`src/rtl/sdrio_rx_bitslip.sv`:
```
// sdrio_rx_bitslip: per-lane read-path word aligner behind the x1 DQ IO cell.
// It buffers two deserialized nibbles and trains a 0..3 bit rotation against a
// known pattern. After that it delivers realigned nibbles to the read datapath.
//
// Handshake: there is no back-pressure. rvalid is a one-cycle qualifier for
// rdata. It is high only when the lane is locked and the matching q_vld was
// high two cycles earlier. The controller pulses train_start for one cycle and
// then watches busy / locked / train_fail.
//
// dbg_state exposes the training FSM.
// Encoding: 0=IDLE 1=SETTLE 2=CHECK 3=LOCKED 4=FAIL.
module sdrio_rx_bitslip #(
    parameter logic [3:0]  TRAIN_PAT  = 4'b0001,
    parameter int unsigned SETTLE_CYC = 4,
    parameter int unsigned MATCH_CNT  = 8
) (
    input  logic       gsclk_il,
    input  logic       rst,
    input  logic [3:0] q_in,
    input  logic       q_vld,
    input  logic       train_start,
    output logic [3:0] rdata,
    output logic       rvalid,
    output logic [1:0] slip,
    output logic       locked,
    output logic       train_fail,
    output logic       busy,
    output logic [2:0] dbg_state
);

    localparam logic [2:0] ST_IDLE   = 3'd0;
    localparam logic [2:0] ST_SETTLE = 3'd1;
    localparam logic [2:0] ST_CHECK  = 3'd2;
    localparam logic [2:0] ST_LOCKED = 3'd3;
    localparam logic [2:0] ST_FAIL   = 3'd4;

    // Terminal counts. The 4-bit counter holds both, so it never wraps.
    localparam logic [3:0] SETTLE_LAST = 4'(SETTLE_CYC - 1);
    localparam logic [3:0] MATCH_LAST  = 4'(MATCH_CNT - 1);

    // Datapath registers
    logic [3:0] cur_q;
    logic [3:0] prev_q;
    logic [3:0] rdata_q;
    logic       v1_q;
    logic       v2_q;
    logic       rvalid_q;

    // Control registers
    logic [2:0] state_q, state_d;
    logic [1:0] slip_q, slip_d;
    logic [3:0] cnt_q, cnt_d;
    logic       locked_q, locked_d;
    logic       fail_q, fail_d;
    logic       busy_q, busy_d;

    // The newer nibble sits in the upper half because bit 0 is the earliest bit.
    logic [7:0] window;
    logic [7:0] window_sh;
    logic [3:0] aligned;
    logic       pat_match;

    // Select the 4-bit slice of the two-nibble window that starts at the current slip.
    always_comb begin
        window    = {cur_q, prev_q};
        window_sh = window >> slip_q;
        aligned   = window_sh[3:0];
        pat_match = (aligned == TRAIN_PAT);
    end

    // Nibble and valid pipelines. rdata follows the aligner even before lock.
    always_ff @(posedge gsclk_il) begin
        if (rst) begin
            cur_q    <= 4'd0;
            prev_q   <= 4'd0;
            rdata_q  <= 4'd0;
            v1_q     <= 1'b0;
            v2_q     <= 1'b0;
            rvalid_q <= 1'b0;
        end else begin
            cur_q    <= q_in;
            prev_q   <= cur_q;
            rdata_q  <= aligned;
            v1_q     <= q_vld;
            v2_q     <= v1_q;
            rvalid_q <= v2_q & locked_q;
        end
    end

    // Training FSM next state. train_start overrides every state, including mid-training.
    always_comb begin
        state_d = state_q;
        slip_d  = slip_q;
        cnt_d   = cnt_q;
        if (train_start) begin
            state_d = ST_SETTLE;
            slip_d  = 2'd0;
            cnt_d   = 4'd0;
        end else begin
            case (state_q)
                ST_IDLE: begin
                    state_d = ST_IDLE;
                end
                ST_SETTLE: begin
                    // Let the new slip flush through the window before trusting it.
                    if (cnt_q == SETTLE_LAST) begin
                        cnt_d   = 4'd0;
                        state_d = ST_CHECK;
                    end else begin
                        cnt_d = cnt_q + 4'd1;
                    end
                end
                ST_CHECK: begin
                    if (pat_match) begin
                        if (cnt_q == MATCH_LAST) begin
                            state_d = ST_LOCKED;
                        end else begin
                            cnt_d = cnt_q + 4'd1;
                        end
                    end else if (slip_q != 2'd3) begin
                        slip_d  = slip_q + 2'd1;
                        cnt_d   = 4'd0;
                        state_d = ST_SETTLE;
                    end else begin
                        state_d = ST_FAIL;
                    end
                end
                ST_LOCKED: begin
                    state_d = ST_LOCKED;
                end
                ST_FAIL: begin
                    state_d = ST_FAIL;
                end
                default: begin
                    state_d = ST_IDLE;
                    slip_d  = 2'd0;
                    cnt_d   = 4'd0;
                end
            endcase
        end
    end

    // Decode the status flags from the next state so that they switch on the same edge as the FSM.
    always_comb begin
        locked_d = (state_d == ST_LOCKED);
        fail_d   = (state_d == ST_FAIL);
        busy_d   = (state_d == ST_SETTLE) || (state_d == ST_CHECK);
    end

    // Control state registers. rst wins over a coincident train_start.
    always_ff @(posedge gsclk_il) begin
        if (rst) begin
            state_q  <= ST_IDLE;
            slip_q   <= 2'd0;
            cnt_q    <= 4'd0;
            locked_q <= 1'b0;
            fail_q   <= 1'b0;
            busy_q   <= 1'b0;
        end else begin
            state_q  <= state_d;
            slip_q   <= slip_d;
            cnt_q    <= cnt_d;
            locked_q <= locked_d;
            fail_q   <= fail_d;
            busy_q   <= busy_d;
        end
    end

    // Output mapping
    always_comb begin
        rdata      = rdata_q;
        rvalid     = rvalid_q;
        slip       = slip_q;
        locked     = locked_q;
        train_fail = fail_q;
        busy       = busy_q;
        dbg_state  = state_q;
    end

endmodule

```
`config.mk`:
```
export PLATFORM = sky130hd
export DESIGN_NAME = sdrio_rx_bitslip
export DESIGN_NICKNAME = d
export VERILOG_FILES = /design/src/rtl/sdrio_rx_bitslip.sv
export SDC_FILE = /design/constraint.sdc
export NUM_CORES = 1
export LEC_CHECK = 0
export CAP_MARGIN = 20
export CORE_MARGIN = 4
export CORE_UTILIZATION = 45
export DETAILED_ROUTE_END_ITERATION = 8
export MAX_ROUTING_LAYER = met4
export PLACE_DENSITY = 0.78
export SLEW_MARGIN = 15
export SYNTH_ARGS = -nofsm -noshare
export SYNTH_HDL_FRONTEND = slang
export SYNTH_SLANG_ARGS = --single-unit
```
`constraint.sdc`:
```
create_clock -name gsclk_il -period 3 [get_ports gsclk_il]
set_input_delay 0.9 -clock gsclk_il [delete_from_list [all_inputs] [get_ports gsclk_il]]
set_output_delay 0.9 -clock gsclk_il [all_outputs]
set_load 0.03 [all_outputs]
```
# [Word level (Yosys, flattened, before mapping)]
# Index checks and enable logic that the tools add are counted.
[op_classes] n_addsub=2 n_eq_ne=16 n_shift=1 muxes=14 bitwise=3 reduce_logical=7
[op_table] cell="$mux W4" n=4
[op_table] cell="$mux W3" n=5
[op_table] cell="$eq A3 B2 Y1 const B" n=4
[op_table] cell="$pmux W3 S4" n=1
[op_table] cell="$pmux W4 S3" n=1
[op_table] cell="$shr A8 B2 Y4" n=1
[op_table] cell="$eq A3 B1 Y1 const B" n=2
[op_table] cell="$eq A3 B3 Y1 const B" n=2
[op_table] cell="$ne A2 B2 Y1 const B" n=3
[op_table] cell="$ne A3 B3 Y1 const B" n=2
[op_table] cell="$reduce_and A3 Y1" n=2
[op_table] cell="$add A4 B1 Y4 const B" n=1
[op_table] cell="$eq A4 B1 Y1 const B" n=1
[op_table] cell="$eq A4 B2 Y1 const B" n=1
[op_table] cell="$eq A4 B3 Y1 const B" n=1
[op_table] cell="$mux W2" n=2
[op_table] cell="$pmux W2 S2" n=1
[op_table] cell="$reduce_or A4 Y1" n=1
[op_table] cell="$logic_not A3 Y1" n=1
[op_table] cell="$reduce_or A3 Y1" n=1
[op_table] cell="$add A2 B1 Y2 const B" n=1
[op_table] cell="$not A1 Y1" n=2
[op_table] cell="$reduce_or A2 Y1" n=1
[op_table] cell="$and A1 B1 Y1" n=1
[op_table] cell="$logic_or A1 B1 Y1" n=1
[word_totals] reg_bits=27 inputBits=8 out_inout_bits=13 word_cells=55

# [Longest topological paths before layout]
[logic_depth] word_depth=7 depth_mapped=7 ltp_nobuf=6

# [Worst setup path before layout]
# Ideal clock, no wire load.
[synth_timing] path_kind="reg-to-reg" startpoint="reg slip_q[0] (netlist: slip[0])" endpoint="reg cnt_q[1]" setup_ns=0.131 t_arrival_ns=2.420 t_required_ns=2.869 setup_slack_ns=0.450 stages_incl_launch_ff=8 n_path_buf=2 period_less_slack_ns=2.550 cell_sequence="dfxtp_1 buf_6 mux4_2 or4b_1 buf_6 mux2_4 o211ai_1 a21oi_1"
[synth_between] elab_chain_cells=4 elab_cells_between_ends=8 classes_between="4 x eq/ne; 1 x shift; 2 x mux; 1 x reduce/logical"
[synth_rtl] item="from (decl)" line="51" rtl="logic [1:0] slip_q, slip_d;"
[synth_rtl] item="from (signal assigned)" line="161" rtl="slip_q <= slip_d;"
[synth_rtl] item="$shr A8 B2 Y4" line="66" rtl="window_sh = window >> slip_q;"
[synth_rtl] item="$eq A4 B1 Y1" line="68" rtl="pat_match = (aligned == TRAIN_PAT);"
[synth_rtl] item="$ne A3 B3 Y1 (no source line) or $mux W4 (tied branches)"
[synth_rtl] item="$reduce_and A3 Y1 (no source line) or $pmux W4 S3 (tied branches)"
[synth_rtl] item="to (signal assigned)" line="162" rtl="cnt_q <= cnt_d;"
[synth_rtl] item="to (decl)" line="52" rtl="logic [3:0] cnt_q, cnt_d;"
# Several ways; a longest one is shown, not always the timed one.
# A chain may end at the register's enable or synchronous reset.

# [Worst setup path in the final report]
# Same ends and word-level chain as after synthesis.

==> summary.txt <==
=================================================================================================
Result of the run                                                                       completed
Global placement routability congestion                                                     0.903
Transition time at the pin with the least slew margin                                    0.435 ns
Switching component of the power                                                           151 uW
Leakage                                                                               0.000517 uW
Final layout net count                                                                        154
Total of endpoints with negative setup slack in the final report                                0
Total iterations of the first detailed-routing run                                              4
Total wire length after detailed routing                                                  2.34 mm
Max_cap viols                                                                                   0
Max-slew headroom                                                                           70.7%
Power Dens Cells                                                                      415 mW/mm^2
Worst Hold Margin                                                                        0.436 ns
Cell area after layout                                                               0.00144 mm^2
Count of vias placed by the detailed router                                                   952
Antenna Diode Count                                                                             0
YS warnings                                                                                     0
Clock Sinks                                                                                    27
Post-placement cell area                                                             0.00141 mm^2
Share of total power in the clock network                                                   27.8%
Synthesized Nets                                                                              132
Post-DR vias/cell                                                                            5.50
Vias in the first global route                                                                851
Final Hold Vio Count                                                                            0
Largest net degree at the start of global routing                                              19
Minimum setup slack after placement                                                      0.341 ns
Per-cell routed wire length                                                               13.5 um
Period Utilization, post-route                                                              89.0%
RSZ-0062 raised after global routing                                                        false
Inserted Clock Buffers                                                                          3
Setup Total Neg Slack                                                                        0 ns
Placeable Area                                                                       0.00250 mm^2
Layout cell share with drive strength beyond 1                                              9.79%
Max-slew violations                                                                             0
Overflow left after global routing                                                              0
Area Overhead vs Synth                                                                      20.5%
Worst Setup Start Kind                                                                  flip-flop
Core occupancy in the finished layout                                                       57.7%
Maximum number of buffers from clock root to sink                                               2
1st-iter DRT viols                                                                             50
Switching fraction of total power                                                           25.2%
Global-route wire length before repair                                                    3.90 mm
Combinational share of power                                                                 9.7%
Number of gates resized after cts                                                               0
Initial standard-cell utilization of the core                                               47.9%
Number of port buffers                                                                         20
Clock transition at the registers of the reported paths                                   0.15 ns
Final critical delay including setup and external delays                                  2.67 ns
CP Data Required Time                                                                     3.23 ns
Clk_skew                                                                               0.00436 ns
Setup slack of the critical path after layout                                            0.330 ns
Worst Setup Path Type                                                                  reg -> reg
Kind of capture point of the worst setup path                                           flip-flop
Number of standard cells after synthesis                                                      122
Post-route antenna net violation count                                                          0
Number of distinct library cell variants in the gate-level netlist after synthesis             35
Average cell area after synthesis                                                       9.81 um^2
Sequential cell fraction of total power                                                     62.6%
Worst-path fanout max                                                                          10
Int Power                                                                                  448 uW
Initial antenna violation count                                                                 0
Insertion delay of the later-clocked pin in the worst-skew pair                           0.34 ns
Crit path arrival time                                                                    2.90 ns
TritonCTS clock tree                                                                        built
Buffer cell driving the clock tree root                                              sky130_fd_sc_hd__clkbuf_4
FP Rows                                                                                        18
Maximum ir drop on the vdd rail                                                          0.264 mV
IO Count                                                                                       21
Deepest level of the CTS H-tree                                                                 1
Die span in x                                                                             59.6 um
DRC violation count after routing                                                               0
Achievable frequency                                                                    0.374 GHz
Cell Area, Synth                                                                     0.00120 mm^2
Gr usage total                                                                              15.6%
Height of the die                                                                         59.6 um
Synth Register Bits                                                                            27
Hold_buf cts                                                                                    0
Sequential element share of the synthesized area                                            45.1%
Sum of net half-perimeters after detailed placement                                       1.73 mm
Die area                                                                             0.00355 mm^2
Count of buffers added by post-CTS timing repair for setup                                      0
Tightest Hold Check Type                                                               reg -> reg
=================================================================================================
==> worst max-delay path, cell delays in order, from the launching register on <==
cell and delay (ns):
sky130_fd_sc_hd__dfxtp_1 0.60, sky130_fd_sc_hd__mux4_2 0.56, sky130_fd_sc_hd__or4b_1 0.74, sky130_fd_sc_hd__mux2_4 0.38
sky130_fd_sc_hd__o211ai_1 0.18, sky130_fd_sc_hd__a21oi_1 0.09
==> Yosys cell counts (all sizes together) <==
cell	count	area, um^2
o21a	1	7.51
nand3	5	25.0
mux4	4	90.1
dfxtp	27	541
a211o	1	8.76
nand3b	2	15.0
nand2b	2	12.5
nor2	11	41.3
a21oi	5	25.0
o21ai	5	25.0
a2bb2o	1	11.3
a31oi	2	12.5
nor3b	3	22.5
clkbuf	1	3.75
a32o	1	10.0
or4b	1	10.0
nor3	4	20.0
nor2b	16	100
buf	3	26.3
mux2	1	15.0
nor4	1	6.26
inv	5	18.8
mux2i	2	23.8
a22oi	1	7.51
and3	2	17.5
or2	1	6.26
nand2	7	26.3
o211ai	4	35.0
and3b	1	8.76
ha	2	25.0
==> registers in the layout, summed over array words and instances (netlist names) <==
name	flops
locked	1
v2_q	1
dbg_state	3
cur_q	4
train_fail	1
v1_q	1
prev_q	4
rvalid	1
slip	2
busy	1
cnt_q	4
rdata	4
==> kinds of logic after synthesis <==
group / synth area share [%]
simple gates: 26.0
flops: 45.1
compound gates: 11.9
buf+inv: 4.07
mux: 10.8
fa+ha+maj: 2.09
==> per-stage QoR <==
stage / instances / total power (uW)
3_5_place_dp: 169 / 440
6_report: 173 / 599
2_1_floorplan: 122 / 416
4_1_cts: 173 / 605
3_3_place_gp: 169 / 439
5_1_grt: 173 / 631
==> metal layers <==
metal,routed length (um),global-route usage (%)
met1,1030,19.6
met2,1100,21.8
met3,145,4.14
met4,64,9.81
met5,0,-
==> power groups by stage <==
stage / sequential [uW] / clock [uW] / combinational, uW
2_1_floorplan: 388 / 0 / 28.9
3_3_place_gp: 382 / 0 / 56.3
3_5_place_dp: 383 / 0 / 57.7
4_1_cts: 375 / 171 / 58.1
5_1_grt: 377 / 191 / 62.5
6_report: 375 / 167 / 57.8
==> final timing paths <==
| path | from | endpoint | slack, ns | depth (start not counted) |
|---|---|---|---|---|
| worst max register to register | slip[0] | cnt_q[1] | 0.33 | 5 |
| worst max-delay path | slip[0] | cnt_q[1] | 0.33 | 5 |
| worst min-delay path | v2_q | rvalid | 0.44 | 2 |
| worst min register to register | v2_q | rvalid | 0.44 | 2 |
==> layout by cell type, fill, tap and decap left out, types with 2 or more instances in the layout <==
cell / synthesis / routed
sky130_fd_sc_hd__dfxtp_1: 27 / 27
sky130_fd_sc_hd__clkdlybuf4s50_1: 0 / 20
sky130_fd_sc_hd__nor2b_1: 16 / 16
sky130_fd_sc_hd__nor2_1: 11 / 11
sky130_fd_sc_hd__nand2_1: 7 / 7
sky130_fd_sc_hd__inv_1: 5 / 5
sky130_fd_sc_hd__a21oi_1: 5 / 5
sky130_fd_sc_hd__nand3_1: 5 / 5
sky130_fd_sc_hd__mux4_2: 4 / 4
sky130_fd_sc_hd__nor3_1: 4 / 4
sky130_fd_sc_hd__nor3b_1: 3 / 3
sky130_fd_sc_hd__o21ai_1: 3 / 3
sky130_fd_sc_hd__o211ai_1: 3 / 3
sky130_fd_sc_hd__clkbuf_4: 0 / 3
sky130_fd_sc_hd__o21ai_0: 2 / 2
sky130_fd_sc_hd__nand2b_1: 2 / 2
sky130_fd_sc_hd__a31oi_1: 2 / 2
sky130_fd_sc_hd__nand3b_1: 2 / 2
sky130_fd_sc_hd__ha_1: 2 / 2
==> cell type report <==
cell class	count	area [um^2]
clock inverter	1	7.51
timing repair buffer	21	208
tap	30	37.5
clock buffer	3	22.5
sequential	27	541
multi-input combinational	86	608
fill	224	1060
inverter	5	18.8
Power figures use the tool's default switching activity.
